$ cat config.mk
export PLATFORM = sky130hd
export DESIGN_NAME = frame_scan_driver
export DESIGN_NICKNAME = d
export VERILOG_FILES = /design/src/rtl/frame_scan_driver.sv
export SDC_FILE = /design/constraint.sdc
export NUM_CORES = 1
export LEC_CHECK = 0
export ABC_CLOCK_PERIOD_IN_PS = 2560
export CORE_MARGIN = 2
export CORE_UTILIZATION = 39
export DETAILED_ROUTE_END_ITERATION = 10
export PLACE_DENSITY = 0.85
export SLEW_MARGIN = 10
export SYNTH_ARGS = -nofsm -noshare
export SYNTH_HDL_FRONTEND = slang
export SYNTH_SLANG_ARGS = --single-unit
$ cat constraint.sdc
create_clock -name clk -period 2.56 [get_ports clk]
set_clock_uncertainty 0.2 [all_clocks]
set_input_delay 0.256 -clock clk [delete_from_list [all_inputs] [get_ports clk]]
set_output_delay 0.256 -clock clk [all_outputs]
set_load 0.01 [all_outputs]
$ cat src/rtl/frame_scan_driver.sv
// Raster timing master: pixel/line counters, pipeline-aligned syncs and data enable, per-frame descriptor snapshot.
// Counters registered (0 clk); syncs/enable lag the counters by PIPE_DELAY clocks; pix_en=0 freezes raster while the delay line drains.
module frame_scan_driver #(
    parameter int H_ACTIVE   = 640,
    parameter int H_FRONT    = 16,
    parameter int H_SYNC     = 96,
    parameter int H_BACK     = 48,
    parameter int V_ACTIVE   = 480,
    parameter int V_FRONT    = 10,
    parameter int V_SYNC     = 2,
    parameter int V_BACK     = 33,
    parameter int PIPE_DELAY = 2
) (
    input  logic        clk,
    input  logic        reset,
    input  logic        pix_en,
    input  logic [87:0] entity_bus_in,
    input  logic        colour_in,
    output logic [9:0]  counter_H,
    output logic [9:0]  counter_V,
    output logic [87:0] entity_bus_out,
    output logic        hsync,
    output logic        vsync,
    output logic        display_on,
    output logic        pixel_out,
    output logic        frame_start,
    output logic        line_end
);

    typedef struct packed {
        logic hs;
        logic vs;
        logic de;
    } scan_t;

    localparam scan_t SCAN_IDLE = '{hs: 1'b1, vs: 1'b1, de: 1'b0};

    localparam logic [9:0] H_LAST   = 10'(H_ACTIVE + H_FRONT + H_SYNC + H_BACK - 1);
    localparam logic [9:0] V_LAST   = 10'(V_ACTIVE + V_FRONT + V_SYNC + V_BACK - 1);
    localparam logic [9:0] H_VIS    = 10'(H_ACTIVE);
    localparam logic [9:0] V_VIS    = 10'(V_ACTIVE);
    localparam logic [9:0] HS_START = 10'(H_ACTIVE + H_FRONT);
    localparam logic [9:0] HS_END   = 10'(H_ACTIVE + H_FRONT + H_SYNC);
    localparam logic [9:0] VS_START = 10'(V_ACTIVE + V_FRONT);
    localparam logic [9:0] VS_END   = 10'(V_ACTIVE + V_FRONT + V_SYNC);

    logic [9:0]  h_q, h_d;
    logic [9:0]  v_q, v_d;
    logic [87:0] ent_q, ent_d;
    logic        fs_q, fs_d;
    scan_t [PIPE_DELAY-1:0] pipe_q;
    scan_t       raw;
    logic        h_last, v_last, wrap;

    assign h_last = (h_q == H_LAST);
    assign v_last = (v_q == V_LAST);
    assign wrap   = pix_en && h_last && v_last;

    always_comb begin
        h_d   = h_q;
        v_d   = v_q;
        ent_d = ent_q;
        fs_d  = fs_q;
        if (pix_en) begin
            fs_d = wrap;
            if (h_last) begin
                h_d = '0;
                v_d = v_last ? '0 : v_q + 10'd1;
            end else begin
                h_d = h_q + 10'd1;
            end
            // Snapshot lands on the same edge the raster returns to (0,0).
            if (wrap) begin
                ent_d = entity_bus_in;
            end
        end
    end

    always_comb begin
        raw.hs = !((h_q >= HS_START) && (h_q < HS_END));
        raw.vs = !((v_q >= VS_START) && (v_q < VS_END));
        raw.de = (h_q < H_VIS) && (v_q < V_VIS);
    end

    always_ff @(posedge clk or negedge reset) begin
        if (!reset) begin
            h_q   <= '0;
            v_q   <= '0;
            ent_q <= '1;
            fs_q  <= 1'b0;
        end else begin
            h_q   <= h_d;
            v_q   <= v_d;
            ent_q <= ent_d;
            fs_q  <= fs_d;
        end
    end

    // Delay line runs every clock so it drains to the held position during stalls.
    always_ff @(posedge clk or negedge reset) begin
        if (!reset) begin
            for (int i = 0; i < PIPE_DELAY; i++) begin
                pipe_q[i] <= SCAN_IDLE;
            end
        end else begin
            pipe_q[0] <= raw;
            for (int i = 1; i < PIPE_DELAY; i++) begin
                pipe_q[i] <= pipe_q[i-1];
            end
        end
    end

    assign counter_H      = h_q;
    assign counter_V      = v_q;
    assign entity_bus_out = ent_q;
    assign frame_start    = fs_q;
    assign hsync          = pipe_q[PIPE_DELAY-1].hs;
    assign vsync          = pipe_q[PIPE_DELAY-1].vs;
    assign display_on     = pipe_q[PIPE_DELAY-1].de;
    assign pixel_out      = colour_in & display_on;
    assign line_end       = pix_en && h_last;

endmodule

# Yosys cells after proc, flatten, opt, wreduce, memory -nomap -nowiden
# Index checks and enable logic that the tools add are counted.
# word_totals
ff_bits	115
inputBits	92
out_inout_bits	114
elab_cells	32
# classes
add_sub_neg	2
magnitude_cmp	6
n_eq_ne	2
n_mux	2
bitwise_logic	1
reduce_logical	9
# ops
cell	count
adder 10 x 1 -> 10 bit (second input constant)	2
equality test 10 bit (second input constant)	2
less-than comparator 10 bit (second input constant)	2
less-than comparator 10 x 9 -> 1 bit (second input constant)	2
2-to-1 mux 10 bit	2
>= comparator 10 bit (second input constant)	1
>= comparator 10 x 9 -> 1 bit (second input constant)	1
logical AND 1 bit	5
AND reduction 2 bit	2
zero test 1 bit	2
AND 1 bit	1

# Logic depth before layout (Yosys ltp)
# depth
word_depth	4
depth_mapped	7

# Least setup slack after synthesis
# Ideal clock, no wire load.
# synth_path
kind	reg-to-reg
startpoint	register h_q[6], in the netlist counter_H[6]
endpoint	register ent_q[39], in the netlist entity_bus_out[39]
setup_ns	0.082
arrival_ns	2.213
t_required_ns	2.278
slack_ns	0.065
stages_incl_launch_ff	7
path_buffers	2
path_cell_list	dfrtp_1 -> or4b_4 -> or3_1 -> buf_6 -> nor2_8 -> buf_8 -> mux2_2
# synth_via
elab_chain_len	4
# synth_lines
item	line	source
start: declaration	47	logic [9:0] h_q, h_d;
start signal: assignment	87	h_q <= '0;
start signal: assignment	92	h_q <= h_d;
equality test 10 bit	55	assign h_last = (h_q == H_LAST);
logical AND 1 bit (2 in a row)	57	assign wrap = pix_en && h_last && v_last;
AND reduction 2 bit (no source line)	--	
end signal: assignment	94	ent_q <= ent_d;
end: declaration	49	logic [87:0] ent_q, ent_d;
# No other way between the ends.
# A chain may end at the register's enable or synchronous reset.

# Worst setup path in the final report
# layout_path
startpoint	register h_q[6], in the netlist counter_H[6]
endpoint	register ent_q[48], in the netlist entity_bus_out[48]
# The elaborated chain is that of the path after synthesis.

==> impl_metrics.sql <==
INSERT INTO impl_metrics (metric_group, metric, value, unit) VALUES
('route', 'detailedRoute.firstIterationViolations', '170', ''),
('global_routing', 'global_route.overflow_total', '0', ''),
('route', 'drt-pass1-iter-count', '6', ''),
('sta', 'timing.final.crit_share', '0.997', ''),
('power_and_ir_drop', 'logic_pwr_share', '0.097', ''),
('sta', 'hold_slack', '147', 'ps'),
('synthesis', 'yosys_register_bits', '115', ''),
('global_routing', 'grt_antenna_before_repair', '0', ''),
('power_and_ir_drop', 'worst_ir_drop_vdd', '0.497', 'mV'),
('synthesis', 'synthesis.area', '5040', 'sq um'),
('global_routing', 'grt_start_max_net_pins', '61', ''),
('cts', 'clock_sinks', '115', ''),
('power_and_ir_drop', 'fin_total_pwr', '4.93', 'mW'),
('cts', 'cts_tree', 'done', ''),
('run', 'cap_violations', '0', ''),
('sta', 'unrepaired_setup_endpoints_after_global_routing', 'yes', ''),
('outcome', 'result_of_the_run', 'finished, final reports clean', ''),
('worst_setup_path', 'cpPeakStageDelay', '550', 'ps'),
('place', 'pre_cts_slack', '-17.9', 'ps'),
('route', 'met2_length', '6540', 'um'),
('sta', 'fin_crit', '2550', 'ps'),
('cells_and_area', 'stdcell_area', '8190', 'sq um'),
('worst_setup_path', 'timing.critical_path.slowest_stage_cell', 'sky130_fd_sc_hd__or4b_4', ''),
('synthesis', 'synth-warning-count', '0', ''),
('cts', 'h-tree-depth', '4', ''),
('die', 'core.rowCount', '41', ''),
('sta', 'worst_slew_margin_rel', '0.751', ''),
('synthesis', 'synthesis.nets', '407', ''),
('cells_and_area', 'final_antenna_diode_count', '0', ''),
('synthesis', 'synthFlopType', 'sky130_fd_sc_hd__dfstp_2', ''),
('sta', 'tightest_slew', '373', 'ps'),
('cells_and_area', 'fillCellCount', '912', ''),
('die', 'floorplan.initialDensity', '0.399', ''),
('sta', 'finalWorstSetupSlack', '7.95', 'ps'),
('sta', 'maxClockFrequency', '392', 'MHz'),
('power_and_ir_drop', 'cellInternalPower', '3.91', 'mW'),
('die', 'dieHeight', '118', 'um'),
('synthesis', 'syn-instance-count', '310', ''),
('cts', 'clk_pin_slew', '50', 'ps'),
('worst_setup_path', 'critical_path_cell_by_cell', 'or4b_4 -> or3_4 -> buf_6 -> nor2_8 -> buf_16 -> mux2_2', ''),
('cts', 'tritoncts_buffer_count', '17', ''),
('route', 'maxUsedRoutingLayer', 'met4', ''),
('worst_setup_path', 'startpoint_type', 'flop', ''),
('route', 'antenna_violating_nets_post_route', '0', ''),
('cells_and_area', 'layout.core_utilization', '0.649', ''),
('sta', 'final_max_slew_viol_count', '0', ''),
('worst_setup_path', 'worstPathMaxFanout', '37', ''),
('route', 'detailroute.wirelength.met3', '670', 'um'),
('worst_setup_path', 'required', '2680', 'ps'),
('die', 'die_span_in_x', '118', 'um'),
('power_and_ir_drop', 'net-switching-power', '1.01', 'mW'),
('sta', 'finalSetupViolations', '0', ''),
('cts', 'worstSkewPairLatency', '400', 'ps'),
('cells_and_area', 'layoutNonFillerInstCount', '742', ''),
('synthesis', 'syn_avg_cell_area', '16.3', 'sq um'),
('power_and_ir_drop', 'clock_power_share', '0.514', ''),
('power_and_ir_drop', 'power.sequential.fraction', '0.389', ''),
('route', 'routedWlPerCell', '17.1', 'um'),
('place', 'buffer_ports.inserted', '205', ''),
('worst_hold_path', 'hold_path_class', 'reg2reg', ''),
('route', 'drc', '0', ''),
('cells_and_area', 'syn2layout_area_growth', '62.5', '%'),
('route', 'viasPerCell', '4.68', ''),
('synthesis', 'synth-edff-count', '0', ''),
('cells_and_area', 'final_cell_mix', 'sky130_fd_sc_hd__clkdlybuf4s50_1 (203), sky130_fd_sc_hd__dfstp_2 (92), sky130_fd_sc_hd__mux2_4 (81)', ''),
('place', 'dp_hpwl', '9020', 'um'),
('die', 'core_region_area', '12600', 'sq um'),
('cells_and_area', 'final-seq-area', '2990', 'sq um'),
('route', 'finalWirelength', '12700', 'um'),
('cells_and_area', 'drive_above_1_share', '0.435', ''),
('cells_and_area', 'layout_commonest_cell', 'sky130_fd_sc_hd__clkdlybuf4s50_1', '');
[power groups by stage]
stage	logic (mW)	registers (mW)	clock network (mW)
final	0.478	1.92	2.53
after global routing	0.519	1.92	2.68
after CTS	0.485	1.92	2.59
after detailed placement	0.479	1.94	0
after global placement	0.464	1.94	0
after floorplan	0.0953	1.97	0
[path summary, 6_finish.rpt]
check,from,to,slack [ps],cells past startpoint
min in group asynchronous,reset,entity_bus_out[50],400,2
min reg2reg,pipe_q[0],display_on,150,0
max,counter_H[6],entity_bus_out[48],8,6
max reg2reg,counter_H[6],entity_bus_out[48],8,6
max in group asynchronous,reset,pipe_q[1],1280,3
min,pipe_q[0],display_on,150,0
[layout make-up]
cell class / count / share of cell area
Inverter: 9 / 0.00412
Clock inverter: 9 / 0.0180
Timing Repair Buffer: 240 / 0.296
Clock buffer: 22 / 0.0606
Tap cell: 172 / 0.0263
Sequential cell: 115 / 0.365
Multi-Input combinational cell: 175 / 0.229
[Yosys cell counts, types with 2 or more instances]
| master | instances | area [sq um] |
|---|---|---|
| sky130_fd_sc_hd__a21oi_1 | 2 | 10.0 |
| sky130_fd_sc_hd__nor3_1 | 2 | 10.0 |
| sky130_fd_sc_hd__o21ai_0 | 10 | 50.1 |
| sky130_fd_sc_hd__inv_1 | 8 | 30.0 |
| sky130_fd_sc_hd__nor2_1 | 8 | 30.0 |
| sky130_fd_sc_hd__mux2_4 | 78 | 1170 |
| sky130_fd_sc_hd__buf_8 | 9 | 135 |
| sky130_fd_sc_hd__and3_1 | 3 | 18.8 |
| sky130_fd_sc_hd__xnor2_1 | 9 | 78.8 |
| sky130_fd_sc_hd__nand4_1 | 4 | 25.0 |
| sky130_fd_sc_hd__mux2_2 | 9 | 101 |
| sky130_fd_sc_hd__dfrtp_1 | 23 | 576 |
| sky130_fd_sc_hd__dfstp_2 | 92 | 2420 |
| sky130_fd_sc_hd__and2_1 | 3 | 18.8 |
| sky130_fd_sc_hd__nor4_1 | 2 | 12.5 |
| sky130_fd_sc_hd__ha_1 | 5 | 62.6 |
| sky130_fd_sc_hd__nand2_1 | 8 | 30.0 |
| sky130_fd_sc_hd__xor2_1 | 2 | 17.5 |
| sky130_fd_sc_hd__nand3_1 | 11 | 55.1 |
[layer usage]
metal,up-vias,track usage
met2,135,0.319
met3,22,0.0538
met1,1721,0.228
met5,-,0
li1,1591,-
met4,0,0.0745
[repair_timing]
action,CTS,global route
resized for setup,7,1
endpoints found under the hold margin,34,0
setup buffers,1,4
endpoints found under the setup margin,4,70
hold buffers,1,0
pin swaps,2,0
gates cloned,0,0
[worst max-delay path, delay by kind of cell (launching register included)]
| family | cells | cell delay, ps |
|---|---|---|
| buffers and inverters | 2 | 420 |
| AND/OR/NAND/NOR | 3 | 1090 |
| flip-flops | 1 | 370 |
| multiplexers | 1 | 370 |
[kinds of logic after synthesis]
family | after synthesis | share of synthesized area
fa+ha+maj | 5 | 0.0124
xor+xnor | 11 | 0.0191
simple gates | 50 | 0.0574
flops | 115 | 0.594
compound gates | 20 | 0.0241
buf+inv | 20 | 0.0365
mux | 89 | 0.257
[sequential cells by signal (all words and copies together), names as in the netlist]
register	count
pipe_q	3
vsync	1
counter_V	10
counter_H	10
frame_start	1
hsync	1
display_on	1
entity_bus_out	88
No activity file was read; power rests on OpenSTA's default activity.
